<file path="src/rtl/multi_shift_reg.sv">
// Multi-step shift/rotate register: parallel load, or a counted sequence of single-bit
// SLL/SRL/SRA/ROL/ROR steps with busy/done handshake.
module multi_shift_reg #(
    parameter int unsigned WIDTH = 16,
    parameter int unsigned CNT_W = 4
) (
    input  logic             clk,
    input  logic             rst,
    input  logic [WIDTH-1:0] d,
    input  logic             we,
    input  logic             start,
    input  logic [2:0]       op,
    input  logic [CNT_W-1:0] cnt,
    input  logic             sin,
    output logic [WIDTH-1:0] q,
    output logic             cout,
    output logic             busy,
    output logic             done
);

    typedef enum logic {StIdle, StRun} state_e;

    state_e           r_state, w_state_d;
    logic [WIDTH-1:0] r_q, w_q_d;
    logic             r_cout, w_cout_d;
    logic             r_done, w_done_d;
    logic [2:0]       r_op, w_op_d;
    logic [CNT_W-1:0] r_cnt, w_cnt_d;
    logic             r_sin, w_sin_d;

    logic [WIDTH-1:0] w_step_q;
    logic             w_step_cout;

    // One single-bit step using the latched operation; reserved ops hold.
    always_comb begin
        w_step_q    = r_q;
        w_step_cout = r_cout;
        case (r_op)
            3'b000: begin
                w_step_q    = {r_q[WIDTH-2:0], r_sin};
                w_step_cout = r_q[WIDTH-1];
            end
            3'b001: begin
                w_step_q    = {r_sin, r_q[WIDTH-1:1]};
                w_step_cout = r_q[0];
            end
            3'b010: begin
                w_step_q    = {r_q[WIDTH-1], r_q[WIDTH-1:1]};
                w_step_cout = r_q[0];
            end
            3'b011: begin
                w_step_q    = {r_q[WIDTH-2:0], r_q[WIDTH-1]};
                w_step_cout = r_q[WIDTH-1];
            end
            3'b100: begin
                w_step_q    = {r_q[0], r_q[WIDTH-1:1]};
                w_step_cout = r_q[0];
            end
            default: begin
                w_step_q    = r_q;
                w_step_cout = r_cout;
            end
        endcase
    end

    always_comb begin
        w_state_d = r_state;
        w_q_d     = r_q;
        w_cout_d  = r_cout;
        w_done_d  = 1'b0;
        w_op_d    = r_op;
        w_cnt_d   = r_cnt;
        w_sin_d   = r_sin;
        case (r_state)
            StIdle: begin
                if (we) begin
                    w_q_d = d;
                end else if (start) begin
                    if (cnt == '0) begin
                        w_done_d = 1'b1;
                    end else begin
                        w_op_d    = op;
                        w_cnt_d   = cnt;
                        w_sin_d   = sin;
                        w_state_d = StRun;
                    end
                end
            end
            StRun: begin
                w_q_d    = w_step_q;
                w_cout_d = w_step_cout;
                w_cnt_d  = r_cnt - CNT_W'(1);
                if (r_cnt == CNT_W'(1)) begin
                    w_state_d = StIdle;
                    w_done_d  = 1'b1;
                end
            end
            default: w_state_d = StIdle;
        endcase
    end

    always_ff @(posedge clk or posedge rst) begin
        if (rst) begin
            r_state <= StIdle;
            r_q     <= '0;
            r_cout  <= 1'b0;
            r_done  <= 1'b0;
            r_op    <= '0;
            r_cnt   <= '0;
            r_sin   <= 1'b0;
        end else begin
            r_state <= w_state_d;
            r_q     <= w_q_d;
            r_cout  <= w_cout_d;
            r_done  <= w_done_d;
            r_op    <= w_op_d;
            r_cnt   <= w_cnt_d;
            r_sin   <= w_sin_d;
        end
    end

    assign q    = r_q;
    assign cout = r_cout;
    assign busy = (r_state == StRun);
    assign done = r_done;

endmodule

</file>
<file path="config.mk">
export PLATFORM = sky130hd
export DESIGN_NAME = multi_shift_reg
export DESIGN_NICKNAME = d
export VERILOG_FILES = /design/src/rtl/multi_shift_reg.sv
export SDC_FILE = /design/constraint.sdc
export NUM_CORES = 1
export LEC_CHECK = 0
export CORE_UTILIZATION = 40
export DETAILED_ROUTE_END_ITERATION = 6
export PLACE_DENSITY = 0.7
export SYNTH_ARGS = -nofsm -noshare
export SYNTH_HDL_FRONTEND = slang
export SYNTH_SLANG_ARGS = --single-unit
</file>
<file path="constraint.sdc">
create_clock -name clk -period 2 [get_ports clk]
set_input_delay 0.3 -clock clk [delete_from_list [all_inputs] [get_ports clk]]
set_output_delay 0.3 -clock clk [all_outputs]
set_load 0.05 [all_outputs]
</file>
### Yosys cells after proc, flatten, opt, wreduce, memory -nomap -nowiden

Index checks and enable logic that the tools add are counted.
Widths: inputs -> output; s select.

* multiplexer cells: 18
* equal/unequal tests: 12
* reductions and logical operators: 10
* $add $sub $neg: 1
* bitwise gates (word level): 3

Operators by type and width (number)
* $pmux 16 s5: 1
* $pmux 16 s2: 1
* $mux 16: 1
* $mux 4: 3
* $ne 2x2->1 const B: 5
* $mux 1: 8
* $pmux 4 s2: 1
* $eq 3x2->1 const B: 2
* $ne 6x1->1 const B: 1
* $pmux 1 s2: 3
* $reduce_and 3->1: 2
* $ne 5x1->1 const B: 1
* $eq 4x1->1 const B: 1
* $logic_not 4->1: 1
* $reduce_and 2->1: 2
* $reduce_and 4->1: 1
* $sub 4x1->4 const B: 1
* $eq 3x1->1 const B: 1
* $eq 3x3->1 const B: 1
* $logic_not 3->1: 1
* $not 1->1: 3
* $reduce_or 3->1: 1
* $reduce_bool 2->1: 1
* $reduce_or 2->1: 1

* bits in registers: 27
* logic and storage cells: 52
* input bits: 28
* output and inout bits: 19

### Logic depth before layout (Yosys ltp)

* depth in word-level cells: 5
* mapped depth: 6
* gate-level depth less buffers: 4

### Least setup slack after synthesis

Ideal clock, no wire load.

* kind: flip-flop to flip-flop
* from: register r_state, in the netlist busy
* to: register r_q[12], in the netlist q[12]
* slack: 0.379 ns
* data arrival time: 1.483 ns
* library setup time: 0.138 ns
* stages on the path, launching flop included: 5
* path buffers: 1
* cells stage by stage: dfrtp_1 nor2b_1 clkbuf_1 a222oi_1 o21ai_0

* cells in the longest elaborated chain, start to end: 3
* elaborated cells on any way between the ends: 5
* those cells by class: eq/ne: 2; mux: 1; bitwise: 1; reduce/logical: 1

RTL lines
* from (decl): line 23 `state_e r_state, w_state_d;`
* from (signal assigned): line 104 `r_state <= StIdle;`
* from (signal assigned): line 112 `r_state <= w_state_d;`
* $not 1->1 (no line)
* $ne 2x2->1 (no line)
* $reduce_and 2->1 (no line)
* to (signal assigned): line 113 `r_q <= w_q_d;`
* to (decl): line 24 `logic [WIDTH-1:0] r_q, w_q_d;`

Parallel ways exist; a longest one is shown, timed or not.
A chain may end at the register's enable or synchronous reset.

### Worst setup path after layout

* from: register r_q[15], in the netlist q[15]
* to: output port q[15]

RTL lines
* to (decl): line 15 `output logic [WIDTH-1:0] q,`

No word-level cell between the ends.

==> results.toml <==
[yosys]
ys_ff_latch = 27
synth_top_cell_area_share_pct = 43.9
syn_inst = 142
synth_cell_types = 36
yosysTopAreaCell = "dfrtp_1"
synth-seq-area-share_pct = 43.9
yosysWarnings = 0
synth_area_um2 = 1540
synth_nets = 172
synth.avg_cell_area_um2 = 10.8
synth_area_leaders = "dfrtp_1 (44%), mux2i_1 (10%), a222oi_1 (8.4%)"

[cts]
cts_sinks = 27
root_buffer = "clkbuf_8"
clk_path_buf_depth = 2
cts_buffers = 3
clk_pin_slew_ps = 90
holdBufCountCts = 0
cts-resized-gates = 0
cts_tree = "done"
post_cts.repair.setup_buffers = 0
htreeDepth = 1
clock_latency_ps = 270

[setup_path]
crit_path_start = "q[15]"
path_max_fanout = 6
path_buf_inv = 1
rr_startpoint = "r_op[0]"
critPathSlowestCell = "clkdlybuf4s50_1"
cp-end-kind = "primary output"
start_kind = "flop"
cp_data_required_time_ps = 1700
crit_arrival_ps = 1580
crit_type = "flop to primary output"
path_cells = "clkdlybuf4s50_1"
slowest_delay_ps = 840
critPathTopFamily = "buffers and inverters"

[finish]
drive_gt1_share_pct = 12.0
nFillCells = 342
layout.nets = 222
diodes = 0
syn_to_final_growth_pct = 36.9

[global_route]
antenna_found_initial = 0
grt_start_max_net_pins = 28
grt_pass1_vias = 1310
track_usage_pct = 18.9
grt_overflow = 0
grt_pass1_wl_um = 6090

[timing]
layout_setup_ws_ps = 119
slew_headroom_pct = 66.8
fin_crit_sh_pct = 94.1
max_freq_mhz = 532
worst_slew_pin_slew_ps = 497
rsz0062_at_grt = "false"
setup_viol = 0
tns_ps = 0
layout_min_cycle_time_ps = 1880
hold_viol_final = 0
clock_skew_ps = 1.58
finalMaxSlewViolations = 0

[floorplanning]
ios = 47
start_util_pct = 41.8
row_count = 22
coreArea_um2 = 3690
dieArea_um2 = 4100
die_w_um = 64.1
die_h_um = 64.1

[drt]
ant_nets = 0
vias = 1378
wl_per_cell_um = 15.1
wl_um = 3600
viasPerCell = 5.77
remaining_drc_errors = 0
firstDrtPassIters = 5
drt_iter0_markers = 91

[min_path]
min_path_type = "input port to async pin"

[power_and_ir_drop]
p_leak_nw = 0.873
p_int_w = 0.00203
switchingPower_w = 0.00193
powerDensity_nw_per_um2 = 1880
p_comb_share_pct = 62.5
switching_share_pct = 48.7
p_seq_share_pct = 29.6
peakVddDrop_v = 0.000798
pwr-share-clk_pct = 7.9

[placement]
dpl.hpwl_um = 2690
port_buffers = 46
pre_cts_ws_ps = 49.6
gp_congestion = 0.770

[run]
drv_cap = 0

[status]
outcome = "complete, no violations"
[metal layers]
| metal | vias to the layer above | track usage, % | share of wire, % |
|---|---|---|---|
| li1 | 653 | - | - |
| met1 | 668 | 24.9 | 45 |
| met2 | 55 | 32.7 | 48 |
| met3 | 2 | 2.50 | 6.4 |
| met4 | 0 | 3.98 | 0.67 |
| met5 | - | 0 | 0 |
[worst register-to-register path, cell delays in order (launching register included)]
cell     delay, ps
dfrtp_1        520
xnor2_4        440
buf_4          270
mux2i_1        200
o21ai_0         90
[cells in the mapped netlist]
master and count:
a31oi_1 2, a32oi_1 1, or2_4 1, mux2i_1 16, dfrtp_1 27, o221ai_2 1, o21ai_1 9, inv_1 6
o21ai_0 9, ha_1 2, o22ai_2 1, mux2_2 5, a21o_1 1, a22oi_1 1, nand2b_1 1, o221ai_1 1
nand3_1 2, buf_6 2, xnor2_4 1, nor3_1 1, nand2_1 5, buf_4 1, a2bb2oi_1 1, buf_2 2
a21oi_1 6, nor2b_1 4, nor2_1 4, or3_1 1, a221oi_1 3, or4_4 1, clkbuf_1 4, a21boi_0 1
xnor2_1 2, a211oi_1 3, nor2_2 1, a222oi_1 13
[logic make-up after synthesis]
| kind of cell | synth area share [%] |
|---|---|
| AOI/OAI and AO/OA | 25.2 |
| DFF | 43.9 |
| muxes | 14.1 |
| and+or+nand+nor | 7.31 |
| buffers and inverters | 5.04 |
| xor gates and xnor gates | 2.92 |
| adders and majority gates | 1.62 |
[layout by cell type, fill, tap and decap left out, drive strengths merged, types with 3 or more instances in the layout]
| cell type | Yosys | final |
|---|---|---|
| nor2b | 4 | 4 |
| nand2 | 5 | 5 |
| o21ai | 18 | 18 |
| a221oi | 3 | 3 |
| inv | 6 | 6 |
| clkdlybuf4s50 | 0 | 45 |
| xnor2 | 3 | 3 |
| nor2 | 5 | 5 |
| a21oi | 6 | 6 |
| a222oi | 13 | 13 |
| dfrtp | 27 | 27 |
| mux2i | 16 | 16 |
| clkbuf | 4 | 4 |
| mux2 | 5 | 5 |
| buf | 5 | 9 |
| a211oi | 3 | 3 |
[stage by stage]
step	hold slack, ps	power [W]	area, um2	utilization [%]	instances
floorplan	353	0.00297	1540	-	142
global placement	530	0.00360	2060	55.9	235
detailed placement	551	0.00368	2060	55.9	235
CTS	394	0.00398	2110	57.2	239
global route	445	0.00426	2110	57.2	239
finish	381	0.00396	2110	57.2	239
[cell type report]
| class | instances | area [um2] | area share [%] |
|---|---|---|---|
| clock buffers | 4 | 45.0 | 2.14 |
| flip-flops and latches | 27 | 676 | 32.0 |
| well taps | 48 | 60.1 | 2.85 |
| inverters | 6 | 22.5 | 1.07 |
| multi-input cells | 100 | 787 | 37.3 |
| repair buffers | 54 | 518 | 24.6 |
[final timing paths]
kind                       endpoint  slack (ps)  cells after the start
hold reg to reg               r_sin         560                      1
setup reg to reg              q[14]         360                      4
min in group clk              r_sin         560                      1
max in group asynchronous     q[13]        1360                      3
hold / removal                 done         380                      3
setup / recovery              q[15]         120                      1
[sequential cells by signal, indices dropped and copies added (netlist names)]
signal  cells
r_op        3
r_cnt       4
q          16
done        1
cout        1
busy        1
r_sin       1
[power by group through the flow]
| stage | Combinational, W | Sequential, W | Clock (W) |
|---|---|---|---|
| detailed placement | 0.00250 | 0.00118 | 0 |
| floorplan | 0.00139 | 0.00158 | 0 |
| CTS | 0.00250 | 0.00117 | 0.000315 |
| global placement | 0.00244 | 0.00116 | 0 |
| finish | 0.00247 | 0.00117 | 0.000311 |
| global route | 0.00269 | 0.00122 | 0.000345 |
Note: power is estimated with default switching activity, not from simulation.
